**config.mk**
```make
export PLATFORM = sky130hd
export DESIGN_NAME = ceyloniac_multicycle_ctrl_fsm
export DESIGN_NICKNAME = d
export VERILOG_FILES = /design/src/rtl/ceyloniac_multicycle_ctrl_fsm_pkg.sv /design/src/rtl/ceyloniac_ctrl_output_decode.sv /design/src/rtl/ceyloniac_multicycle_ctrl_fsm.sv
export SDC_FILE = /design/constraint.sdc
export NUM_CORES = 1
export LEC_CHECK = 0
export BUFFER_PORTS_ARGS = -buffer_cell sky130_fd_sc_hd__buf_2
export CAP_MARGIN = 0
export CELL_PAD_IN_SITES_DETAIL_PLACEMENT = 2
export CELL_PAD_IN_SITES_GLOBAL_PLACEMENT = 2
export CORE_AREA = 5 5 57 59
export DETAILED_ROUTE_END_ITERATION = 10
export DIE_AREA = 0 0 62 64
export GPL_ROUTABILITY_DRIVEN = 0
export GPL_TIMING_DRIVEN = 0
export MAX_ROUTING_LAYER = met4
export PLACE_DENSITY = 0.83
export REMOVE_ABC_BUFFERS = 1
export SLEW_MARGIN = 20
export SYNTH_ARGS = -nofsm -noshare
export SYNTH_HDL_FRONTEND = slang
export SYNTH_SLANG_ARGS = --single-unit
```
**constraint.sdc**
```tcl
create_clock -name clk -period 2.31 [get_ports clk]
set_clock_uncertainty 0.15 [all_clocks]
set_input_delay 0.693 -clock clk [delete_from_list [all_inputs] [get_ports clk]]
set_output_delay 0.693 -clock clk [all_outputs]
set_load 0.02 [all_outputs]
```
**src/rtl/ceyloniac_multicycle_ctrl_fsm_pkg.sv**
```systemverilog
// Shared definitions for the ceyloniac multicycle controller: state
// encodings, opcodes, datapath select encodings and the control word.
package ceyloniac_multicycle_ctrl_fsm_pkg;

  localparam int OPCODE_WIDTH = 6;

  typedef enum logic [3:0] {
    S_FETCH  = 4'd0,
    S_DECODE = 4'd1,
    S_MEMADR = 4'd2,
    S_MEMRD  = 4'd3,
    S_MEMWB  = 4'd4,
    S_MEMWR  = 4'd5,
    S_EXEC   = 4'd6,
    S_ALUWB  = 4'd7,
    S_BRANCH = 4'd8,
    S_ADDIEX = 4'd9,
    S_ADDIWB = 4'd10,
    S_JUMP   = 4'd11
  } state_t;

  localparam logic [OPCODE_WIDTH-1:0] OP_RTYPE = 6'b000000;
  localparam logic [OPCODE_WIDTH-1:0] OP_J     = 6'b000010;
  localparam logic [OPCODE_WIDTH-1:0] OP_BEQ   = 6'b000100;
  localparam logic [OPCODE_WIDTH-1:0] OP_ADDI  = 6'b001000;
  localparam logic [OPCODE_WIDTH-1:0] OP_LW    = 6'b100011;
  localparam logic [OPCODE_WIDTH-1:0] OP_SW    = 6'b101011;

  localparam logic [1:0] ALU_SRC_B_REG     = 2'b00;
  localparam logic [1:0] ALU_SRC_B_FOUR    = 2'b01;
  localparam logic [1:0] ALU_SRC_B_IMM     = 2'b10;
  localparam logic [1:0] ALU_SRC_B_IMM_SH2 = 2'b11;

  localparam logic ALU_SRC_A_PC  = 1'b0;
  localparam logic ALU_SRC_A_REG = 1'b1;

  localparam logic [1:0] ALU_OP_ADD   = 2'b00;
  localparam logic [1:0] ALU_OP_SUB   = 2'b01;
  localparam logic [1:0] ALU_OP_FUNCT = 2'b10;

  localparam logic [1:0] PC_SRC_ALU    = 2'b00;
  localparam logic [1:0] PC_SRC_ALUOUT = 2'b01;
  localparam logic [1:0] PC_SRC_JUMP   = 2'b10;

  // Raw per-state control word; enables are gated in the top module.
  typedef struct packed {
    logic [1:0] alu_src_b;
    logic       alu_src_a;
    logic [1:0] alu_op;
    logic       iord;
    logic       mem_read;
    logic       mem_write;
    logic       ir_write;
    logic       reg_write;
    logic       reg_dst;
    logic       mem_to_reg;
    logic       pc_write;
    logic       pc_write_cond;
    logic [1:0] pc_src;
  } ctrl_word_t;

  function automatic logic is_legal_op(input logic [OPCODE_WIDTH-1:0] op);
    return (op == OP_LW) || (op == OP_SW) || (op == OP_RTYPE) ||
           (op == OP_BEQ) || (op == OP_ADDI) || (op == OP_J);
  endfunction

endpackage

```
**src/rtl/ceyloniac_ctrl_output_decode.sv**
```systemverilog
// Combinational state-to-control-word decode (Moore outputs).
module ceyloniac_ctrl_output_decode
  import ceyloniac_multicycle_ctrl_fsm_pkg::*;
(
  input  state_t     state,
  output ctrl_word_t ctrl
);

  // Map each state to its datapath selects and raw enables; anything
  // unlisted stays 0, including the unreachable codes.
  always_comb begin
    ctrl = '0;
    case (state)
      S_FETCH: begin
        ctrl.mem_read  = 1'b1;
        ctrl.alu_src_b = ALU_SRC_B_FOUR;
        ctrl.ir_write  = 1'b1;
        ctrl.pc_write  = 1'b1;
      end
      S_DECODE: begin
        ctrl.alu_src_b = ALU_SRC_B_IMM_SH2;
      end
      S_MEMADR: begin
        ctrl.alu_src_a = ALU_SRC_A_REG;
        ctrl.alu_src_b = ALU_SRC_B_IMM;
      end
      S_MEMRD: begin
        ctrl.mem_read = 1'b1;
        ctrl.iord     = 1'b1;
      end
      S_MEMWB: begin
        ctrl.reg_write  = 1'b1;
        ctrl.mem_to_reg = 1'b1;
      end
      S_MEMWR: begin
        ctrl.mem_write = 1'b1;
        ctrl.iord      = 1'b1;
      end
      S_EXEC: begin
        ctrl.alu_src_a = ALU_SRC_A_REG;
        ctrl.alu_src_b = ALU_SRC_B_REG;
        ctrl.alu_op    = ALU_OP_FUNCT;
      end
      S_ALUWB: begin
        ctrl.reg_write = 1'b1;
        ctrl.reg_dst   = 1'b1;
      end
      S_BRANCH: begin
        ctrl.alu_src_a     = ALU_SRC_A_REG;
        ctrl.alu_src_b     = ALU_SRC_B_REG;
        ctrl.alu_op        = ALU_OP_SUB;
        ctrl.pc_write_cond = 1'b1;
        ctrl.pc_src        = PC_SRC_ALUOUT;
      end
      S_ADDIEX: begin
        ctrl.alu_src_a = ALU_SRC_A_REG;
        ctrl.alu_src_b = ALU_SRC_B_IMM;
      end
      S_ADDIWB: begin
        ctrl.reg_write = 1'b1;
      end
      S_JUMP: begin
        ctrl.pc_write = 1'b1;
        ctrl.pc_src   = PC_SRC_JUMP;
      end
      default: ;
    endcase
  end

endmodule

```
**src/rtl/ceyloniac_multicycle_ctrl_fsm.sv**
```systemverilog
// Main multicycle control FSM: state register, opcode-driven next-state
// logic and mem_ready / reset gating of the write enables.
module ceyloniac_multicycle_ctrl_fsm
  import ceyloniac_multicycle_ctrl_fsm_pkg::*;
#(
  parameter int OPCODE_WIDTH = 6
) (
  input  logic                    clk,
  input  logic                    reset_n,
  input  logic [OPCODE_WIDTH-1:0] opcode,
  input  logic                    zero,
  input  logic                    mem_ready,
  output logic [1:0]              alu_src_b,
  output logic                    alu_src_a,
  output logic [1:0]              alu_op,
  output logic                    iord,
  output logic                    mem_read,
  output logic                    mem_write,
  output logic                    ir_write,
  output logic                    reg_write,
  output logic                    reg_dst,
  output logic                    mem_to_reg,
  output logic                    pc_write,
  output logic                    pc_write_cond,
  output logic [1:0]              pc_src,
  output logic                    illegal_op,
  output logic [3:0]              state
);

  state_t     state_reg;
  state_t     state_next;
  ctrl_word_t ctrl;
  logic       fetch_done;
  logic       unused_zero;

  // Branch qualification by zero happens in the datapath.
  assign unused_zero = zero;

  ceyloniac_ctrl_output_decode u_output_decode (
    .state (state_reg),
    .ctrl  (ctrl)
  );

  // Next-state selection; opcode is only consulted in DECODE and MEMADR.
  always_comb begin
    state_next = state_reg;
    case (state_reg)
      S_FETCH:  if (mem_ready) state_next = S_DECODE;
      S_DECODE: begin
        case (opcode)
          OP_LW, OP_SW: state_next = S_MEMADR;
          OP_RTYPE:     state_next = S_EXEC;
          OP_BEQ:       state_next = S_BRANCH;
          OP_ADDI:      state_next = S_ADDIEX;
          OP_J:         state_next = S_JUMP;
          default:      state_next = S_FETCH;
        endcase
      end
      S_MEMADR: state_next = (opcode == OP_LW) ? S_MEMRD : S_MEMWR;
      S_MEMRD:  if (mem_ready) state_next = S_MEMWB;
      S_MEMWB:  state_next = S_FETCH;
      S_MEMWR:  if (mem_ready) state_next = S_FETCH;
      S_EXEC:   state_next = S_ALUWB;
      S_ALUWB:  state_next = S_FETCH;
      S_BRANCH: state_next = S_FETCH;
      S_ADDIEX: state_next = S_ADDIWB;
      S_ADDIWB: state_next = S_FETCH;
      S_JUMP:   state_next = S_FETCH;
      default:  state_next = S_FETCH;
    endcase
  end

  // State register; reset aborts any instruction back to FETCH at once.
  always_ff @(posedge clk or negedge reset_n) begin
    if (!reset_n) state_reg <= S_FETCH;
    else          state_reg <= state_next;
  end

  // In FETCH the IR/PC loads only fire on the cycle memory delivers.
  assign fetch_done = (state_reg != S_FETCH) || mem_ready;

  // Enables are held low while reset is asserted so nothing is written.
  assign ir_write      = reset_n & ctrl.ir_write & fetch_done;
  assign pc_write      = reset_n & ctrl.pc_write & fetch_done;
  assign mem_read      = reset_n & ctrl.mem_read;
  assign mem_write     = reset_n & ctrl.mem_write;
  assign reg_write     = reset_n & ctrl.reg_write;
  assign pc_write_cond = reset_n & ctrl.pc_write_cond;

  assign alu_src_b  = ctrl.alu_src_b;
  assign alu_src_a  = ctrl.alu_src_a;
  assign alu_op     = ctrl.alu_op;
  assign iord       = ctrl.iord;
  assign reg_dst    = ctrl.reg_dst;
  assign mem_to_reg = ctrl.mem_to_reg;
  assign pc_src     = ctrl.pc_src;
  assign state      = state_reg;

  assign illegal_op = reset_n && (state_reg == S_DECODE) && !is_legal_op(opcode);

endmodule

```
==> flow_results.xml, run 1 <==
<?xml version="1.0" encoding="UTF-8"?>
<metrics>
  <group name="sta">
    <metric name="achievable-frequency" unit="MHz">404</metric>
    <metric name="max_slew.worst_pin.slew" unit="ns">0.438</metric>
    <metric name="timing.final.hold_violations" unit="">0</metric>
    <metric name="rsz0062_at_grt" unit="">true</metric>
    <metric name="finalWorstPathRequiredPeriod" unit="ns">2.48</metric>
    <metric name="maxSlewViolCount" unit="">0</metric>
    <metric name="final-setup-viol-count" unit="">1</metric>
    <metric name="setup_ws" unit="ns">-0.165</metric>
    <metric name="worst_slew_margin_rel" unit="%">70.4</metric>
    <metric name="layout_worst_path_cycle_share" unit="%">107</metric>
  </group>
  <group name="finish">
    <metric name="antennaDiodeCount" unit="">0</metric>
    <metric name="layout-drive-gt1-share" unit="%">61.8</metric>
    <metric name="fin_cells" unit="">154</metric>
    <metric name="num-nets-final" unit="">135</metric>
    <metric name="largest_register_ff_count" unit="">4</metric>
    <metric name="multiInputGateArea" unit="um^2">513</metric>
    <metric name="register_area" unit="um^2">105</metric>
    <metric name="nFillCells" unit="">324</metric>
    <metric name="post-route-cell-area" unit="um^2">1050</metric>
    <metric name="area_delta_synth_final" unit="%">93.1</metric>
  </group>
  <group name="place">
    <metric name="io_buffer_count" unit="">29</metric>
    <metric name="placed_cells_incl_taps" unit="">132</metric>
    <metric name="placement.cell_area" unit="um^2">704</metric>
    <metric name="dp_hpwl" unit="um">1670</metric>
    <metric name="preCtsSetupSlack" unit="ns">-0.326</metric>
  </group>
  <group name="clock_tree">
    <metric name="path_clk_slew" unit="ns">0.04</metric>
    <metric name="cts_tree" unit="">done</metric>
    <metric name="clock-sinks" unit="">4</metric>
    <metric name="root_cell_of_the_clock_tree" unit="">clkbuf_4</metric>
    <metric name="clk_latency" unit="ns">0.24</metric>
    <metric name="clock_tree.buffer_depth" unit="">2</metric>
    <metric name="cts_buffers" unit="">3</metric>
    <metric name="cts.htree.levels" unit="">1</metric>
  </group>
  <group name="synthesis">
    <metric name="share_of_flip_flops_with_an_asynchronous_set_or_reset_after_synthesis" unit="%">100</metric>
    <metric name="post_synthesis_mux_area_share" unit="%">3.69</metric>
    <metric name="seq_area_frac_synth" unit="%">18.4</metric>
    <metric name="postSynth.topFlopCell" unit="">dfrtp_1</metric>
    <metric name="number_of_enable_flip_flop_cells_after_synthesis" unit="">0</metric>
    <metric name="syn_area_per_cell" unit="um^2">7.15</metric>
    <metric name="synthDistinctLibCells" unit="">34</metric>
    <metric name="yosys.area_share.xor_xnor" unit="%">4.84</metric>
    <metric name="synth-adder-area-share" unit="%">0</metric>
    <metric name="synth.ff_latch_count" unit="">4</metric>
    <metric name="syn_inst" unit="">76</metric>
    <metric name="synth.yosys.warnings" unit="">0</metric>
    <metric name="fraction_of_the_mapped_netlist_area_in_compound_gates" unit="%">24.4</metric>
    <metric name="synth_top_family_by_area" unit="">simple AND/OR/NAND/NOR gates</metric>
    <metric name="post_synth_instance_area" unit="um^2">543</metric>
    <metric name="yosys.area_share.simple" unit="%">42.4</metric>
  </group>
  <group name="run_status">
    <metric name="violations" unit="">setup timing</metric>
    <metric name="run_status" unit="">complete, but fails checks</metric>
  </group>
  <group name="floorplan">
    <metric name="floorplan.io_pins" unit="">31</metric>
    <metric name="dieWidth" unit="um">62</metric>
    <metric name="floorplan.initialDensity" unit="%">20.4</metric>
    <metric name="dieHeight" unit="um">64</metric>
    <metric name="core_area" unit="um^2">2660</metric>
    <metric name="die_area" unit="um^2">3970</metric>
    <metric name="placement_rows" unit="">19</metric>
  </group>
  <group name="worst_setup_path">
    <metric name="startpoint" unit="">opcode[2]</metric>
    <metric name="critical_path.max_fanout" unit="">4</metric>
    <metric name="worst_r2r_start" unit="">state[0]$_DFFE_PN0P_</metric>
    <metric name="setup.worst_path.end_class" unit="">output pin</metric>
    <metric name="cp.arrival" unit="ns">1.63</metric>
    <metric name="timing_worst_setup_path_type" unit="">input port to output pin</metric>
    <metric name="cp.required" unit="ns">1.47</metric>
    <metric name="startpoint_type" unit="">input port</metric>
  </group>
  <group name="grt">
    <metric name="globalRouteTotalUtil" unit="%">15.2</metric>
    <metric name="grt_pass1_wl" unit="um">4460</metric>
    <metric name="initial_antenna_violation_count" unit="">0</metric>
    <metric name="grt_start_max_net_pins" unit="">13</metric>
    <metric name="number_of_global_route_vias_before_repair" unit="">867</metric>
    <metric name="globalRoute.totalOverflow" unit="">0</metric>
  </group>
  <group name="min_path">
    <metric name="hold_class" unit="">input port to asynchronous set/reset pin</metric>
  </group>
  <group name="detailed_routing">
    <metric name="vias" unit="">786</metric>
    <metric name="drt_wl_total" unit="um">2890</metric>
    <metric name="remaining_antenna_violation_count" unit="">0</metric>
    <metric name="initialDrtViolationCount" unit="">16</metric>
    <metric name="drt-pass1-iter-count" unit="">2</metric>
    <metric name="post_drt_via_cell_ratio" unit="">5.10</metric>
    <metric name="wire_per_inst" unit="um">18.7</metric>
    <metric name="route.detailed.drc" unit="">0</metric>
  </group>
  <group name="power_and_ir_drop">
    <metric name="totalPowerFinal" unit="mW">0.467</metric>
    <metric name="p_leak" unit="nW">0.465</metric>
    <metric name="power_density_cells" unit="nW/um^2">446</metric>
    <metric name="vdd_drop_max" unit="V">0.000260</metric>
  </group>
  <group name="flow_run">
    <metric name="max_cap_violations" unit="">0</metric>
  </group>
</metrics>
[stage by stage]
step | util, % | setup TNS, ns | hold slack [ns]
2_1_floorplan | - | -0.737 | 0.247
4_1_cts | 35.3 | -0.183 | 0.0902
6_report | 39.4 | -0.165 | 0.0925
3_3_place_gp | 26.5 | -0.310 | 0.383
3_5_place_dp | 26.5 | -0.479 | 0.382
5_1_grt | 39.4 | -0.287 | 0.0771
[cell usage in the layout, fill, tap and decap left out, types with 2 or more instances in the layout]
cell type | Yosys | routed
buf_2 | 3 | 19
xor2_1 | 2 | 2
buf_4 | 1 | 19
mux2i_1 | 2 | 2
inv_1 | 3 | 2
a21oi_1 | 2 | 2
buf_6 | 0 | 8
nor2_2 | 0 | 2
nor2_1 | 14 | 10
a31oi_1 | 2 | 2
nor3_1 | 8 | 5
dfrtp_2 | 0 | 4
o21ai_0 | 5 | 5
clkbuf_4 | 0 | 3
nor3_2 | 0 | 2
nand2_1 | 4 | 3
buf_8 | 0 | 2
nand2b_1 | 5 | 2
nor4_4 | 1 | 2
nor2_4 | 0 | 2
nand2b_4 | 0 | 2
[Yosys cell counts (2+ instances only)]
| master | count | area (um^2) |
|---|---|---|
| xor2_1 | 2 | 17.5 |
| mux2i_1 | 2 | 20.0 |
| nand2b_1 | 5 | 31.3 |
| a21oi_1 | 2 | 10.0 |
| nor3_1 | 8 | 40.0 |
| inv_1 | 3 | 11.3 |
| buf_2 | 3 | 15.0 |
| dfrtp_1 | 4 | 100 |
| nand2_1 | 4 | 15.0 |
| o21ai_0 | 5 | 25.0 |
| a31oi_1 | 2 | 12.5 |
| nor2_1 | 14 | 52.6 |
[routing by layer]
metal / up-vias / routed length [um] / track usage (%)
met5: - / 0 / -
met4: 0 / 32 / 1.59
met3: 4 / 104 / 2.21
met2: 28 / 1550 / 27.1
met1: 385 / 1200 / 18.1
li1: 369 / - / -
[worst max-delay path: stages]
cell and delay [ns]:
buf_8 0.10, xor2_1 0.15, o21ai_1 0.17, nor3_2 0.08, a2111oi_2 0.23, buf_4 0.20
[power by group]
| part | total, mW | switching [mW] | leakage, nW | internal, mW |
|---|---|---|---|---|
| clock | 0.0887 | 0.0304 | 0.0138 | 0.0582 |
| sequential | 0.0935 | 0.0153 | 0.0479 | 0.0782 |
| combinational | 0.285 | 0.163 | 0.403 | 0.122 |
| total | 0.467 | 0.209 | 0.465 | 0.259 |
[path summary, 6_finish.rpt]
| check | to | slack (ns) | depth (start not counted) |
|---|---|---|---|
| max | illegal_op | -0.17 | 6 |
| min | state[0]$_DFFE_PN0P_ | 0.09 | 1 |
| max reg2reg | state[0]$_DFFE_PN0P_ | 0.73 | 5 |
| min reg2reg | state[0]$_DFFE_PN0P_ | 0.42 | 1 |
| max in group asynchronous | state[2]$_DFFE_PN0P_ | 1.79 | 1 |
| min in group clk | state[0]$_DFFE_PN0P_ | 0.42 | 1 |
[final cells by class]
class	instances	share of cell area, %
sequential	4	10.0
timing repair buffer	48	34.1
clock buffer	3	2.15
multi-input combinational	65	48.9
inverter	3	1.07
tap	31	3.70
[logic make-up (layout without fill, tap and decap cells)]
logic type      Yosys count  in the layout
flops                     4              4
mux                       2              2
compound gates           19             19
xor+xnor                  3              3
buf+inv                   7             54
simple gates             41             41
[timing repair]
action,in CTS,in global routing
pin swaps,7,3
setup buffers,13,6
setup endpoints to repair,14,9
resized for setup,30,19
hold buffers,0,0
Note: power is estimated with default switching activity, not from simulation.
==> inputs of run 2 (changes only) <==
--- a/config.mk
+++ b/config.mk
@@ -17,6 +17,7 @@
 export MAX_ROUTING_LAYER = met4
 export PLACE_DENSITY = 0.83
 export REMOVE_ABC_BUFFERS = 1
+export SETUP_SLACK_MARGIN = 0.3
 export SLEW_MARGIN = 20
 export SYNTH_ARGS = -nofsm -noshare
 export SYNTH_HDL_FRONTEND = slang
==> flow_results.xml, run 2 (synthesis gave the netlist of run 1 again) <==
<?xml version="1.0" encoding="UTF-8"?>
<metrics>
  <group name="clock_tree">
    <metric name="cts_buffers" unit="">3</metric>
    <metric name="cts.htree.levels" unit="">1</metric>
    <metric name="root_cell_of_the_clock_tree" unit="">clkbuf_4</metric>
    <metric name="clk_latency" unit="ns">0.24</metric>
    <metric name="cts_tree" unit="">done</metric>
    <metric name="clock-sinks" unit="">4</metric>
    <metric name="path_clk_slew" unit="ns">0.04</metric>
    <metric name="clock_tree.buffer_depth" unit="">2</metric>
  </group>
  <group name="floorplan">
    <metric name="dieWidth" unit="um">62</metric>
    <metric name="core_area" unit="um^2">2660</metric>
    <metric name="die_area" unit="um^2">3970</metric>
    <metric name="dieHeight" unit="um">64</metric>
    <metric name="placement_rows" unit="">19</metric>
    <metric name="floorplan.io_pins" unit="">31</metric>
    <metric name="floorplan.initialDensity" unit="%">20.4</metric>
  </group>
  <group name="finish">
    <metric name="num-nets-final" unit="">146</metric>
    <metric name="largest_register_ff_count" unit="">4</metric>
    <metric name="layout.cells.most_common" unit="">buf_6</metric>
    <metric name="nFillCells" unit="">287</metric>
    <metric name="fin_util" unit="%">51.1</metric>
    <metric name="register_area" unit="um^2">108</metric>
    <metric name="antennaDiodeCount" unit="">0</metric>
    <metric name="final_cell_mix" unit="">25 x buf_6, 23 x buf_4, 8 x nor2_1, 6 x nor2_4</metric>
    <metric name="multiInputGateArea" unit="um^2">602</metric>
    <metric name="area_delta_synth_final" unit="%">151</metric>
    <metric name="layout-drive-gt1-share" unit="%">71.6</metric>
  </group>
  <group name="worst_setup_path">
    <metric name="setup.worst_path.end_class" unit="">output pin</metric>
    <metric name="cp_max_stage_cell" unit="">dfrtp_2</metric>
    <metric name="worstReg2RegEnd" unit="">state[1]$_DFFE_PN0P_</metric>
    <metric name="cpPeakStageDelay" unit="ns">0.43</metric>
    <metric name="cp.required" unit="ns">1.47</metric>
    <metric name="worst_r2r_start" unit="">state[1]$_DFFE_PN0P_</metric>
    <metric name="cp.arrival" unit="ns">1.65</metric>
    <metric name="startpoint_type" unit="">flop</metric>
    <metric name="cell_by_cell_trace_of_the_critical_path" unit="">buf_6 &gt; nand2b_4 &gt; mux2i_1 &gt; a21oi_1 &gt; nor2b_1 &gt; buf_4</metric>
    <metric name="r2r_cells" unit="">5</metric>
    <metric name="critical_path.max_fanout" unit="">5</metric>
    <metric name="timing_worst_setup_path_type" unit="">flop to output pin</metric>
    <metric name="worst-r2r-setup-slack" unit="ns">0.56</metric>
  </group>
  <group name="power_and_ir_drop">
    <metric name="p_leak" unit="nW">0.574</metric>
    <metric name="pwr-share-clk" unit="%">16.4</metric>
    <metric name="pwr-share-comb" unit="%">68.2</metric>
    <metric name="vdd_drop_max" unit="V">0.000281</metric>
    <metric name="power_density_cells" unit="nW/um^2">419</metric>
    <metric name="cellInternalPower" unit="mW">0.325</metric>
    <metric name="seq_power_share" unit="%">15.4</metric>
    <metric name="switching_power" unit="mW">0.246</metric>
    <metric name="power.share.switching" unit="%">43.1</metric>
    <metric name="totalPowerFinal" unit="mW">0.570</metric>
  </group>
  <group name="run_status">
    <metric name="run_status" unit="">complete, but fails checks</metric>
    <metric name="violations" unit="">setup timing</metric>
  </group>
  <group name="min_path">
    <metric name="hold_class" unit="">input port to asynchronous set/reset pin</metric>
  </group>
  <group name="sta">
    <metric name="worst_slew_margin_rel" unit="%">71.6</metric>
    <metric name="timing.final.hold_violations" unit="">0</metric>
    <metric name="achievable-frequency" unit="MHz">402</metric>
    <metric name="finalWorstPathRequiredPeriod" unit="ns">2.49</metric>
    <metric name="max_slew.worst_pin.slew" unit="ns">0.420</metric>
    <metric name="maxSlewViolCount" unit="">0</metric>
    <metric name="final-setup-viol-count" unit="">4</metric>
    <metric name="layout_worst_path_cycle_share" unit="%">108</metric>
    <metric name="rsz0062_at_grt" unit="">true</metric>
    <metric name="setup_ws" unit="ns">-0.179</metric>
  </group>
  <group name="grt">
    <metric name="globalRoute.totalOverflow" unit="">0</metric>
    <metric name="initial_antenna_violation_count" unit="">0</metric>
    <metric name="globalRouteTotalUtil" unit="%">16.6</metric>
    <metric name="number_of_global_route_vias_before_repair" unit="">930</metric>
    <metric name="grt_start_max_net_pins" unit="">13</metric>
    <metric name="grt_pass1_wl" unit="um">4840</metric>
  </group>
  <group name="detailed_routing">
    <metric name="drt-pass1-iter-count" unit="">4</metric>
    <metric name="remaining_antenna_violation_count" unit="">0</metric>
    <metric name="route.detailed.drc" unit="">0</metric>
    <metric name="drt_wl_total" unit="um">3430</metric>
    <metric name="post_drt_via_cell_ratio" unit="">5.15</metric>
    <metric name="initialDrtViolationCount" unit="">24</metric>
    <metric name="wire_per_inst" unit="um">20.8</metric>
    <metric name="vias" unit="">850</metric>
  </group>
  <group name="place">
    <metric name="preCtsSetupSlack" unit="ns">-0.326</metric>
    <metric name="dp_hpwl" unit="um">1670</metric>
    <metric name="io_buffer_count" unit="">29</metric>
  </group>
  <group name="flow_run">
    <metric name="max_cap_violations" unit="">0</metric>
  </group>
</metrics>
-- run 2: per-layer routing --
metal	routed length [um]	global-route usage (%)	vias to the layer above
li1	-	-	395
met2	1970	32.4	36
met5	0	-	-
met4	58	0.796	0
met3	139	2.01	6
met1	1270	17.9	413
-- run 2: worst max-delay path by stage --
stage                                    start         end  slack, ns  cells past startpoint
after floorplan           state[2]$_DFFE_PN0P_   reg_write      -0.34                      4
after global placement               opcode[1]  illegal_op      -0.25                      5
after detailed placement             opcode[1]  illegal_op      -0.33                      5
after CTS                            opcode[2]  illegal_op      -0.18                      6
after global routing                 opcode[2]  illegal_op      -0.26                      6
final                     state[2]$_DFFE_PN0P_   reg_write      -0.18                      6
-- run 2: repair_timing --
item,CTS,global route
gates resized for setup,90,17
endpoints found under the setup margin,19,18
hold buffers,0,0
setup buffers,22,8
pin swaps,16,5
cloned,0,0
-- run 2: critical path: cells and delay by family, from the launching register on --
kind | cells | cell delay [ns]
flops | 1 | 0.43
simple gates | 2 | 0.34
buf+inv | 2 | 0.31
mux | 1 | 0.21
compound gates | 1 | 0.11
-- run 2: through the flow --
| stage | cell area, um^2 | hold WS (ns) | std cells | TNS (ns) |
|---|---|---|---|---|
| 2_1_floorplan | 520 | 0.247 | 72 | -0.737 |
| 3_3_place_gp | 704 | 0.383 | 132 | -0.310 |
| 3_5_place_dp | 704 | 0.382 | 132 | -0.479 |
| 4_1_cts | 1230 | 0.0831 | 157 | -0.211 |
| 5_1_grt | 1360 | 0.0771 | 165 | -0.813 |
| 6_report | 1360 | 0.0890 | 165 | -0.480 |
-- run 2: power groups by stage --
stage	registers, mW	logic, mW	clock network (mW)
final	0.0879	0.389	0.0934
after global routing	0.0893	0.413	0.107
after CTS	0.0867	0.346	0.0897
after detailed placement	0.108	0.168	0
after global placement	0.106	0.162	0
after floorplan	0.106	0.102	0
-- run 2: area by class of cell --
| cell class | instances | area share (%) |
|---|---|---|
| Clock buffer | 3 | 1.65 |
| Inverter | 3 | 0.827 |
| Multi-Input combinational cell | 65 | 44.2 |
| Sequential cell | 4 | 7.90 |
| Tap cell | 31 | 2.85 |
| Timing Repair Buffer | 59 | 42.6 |
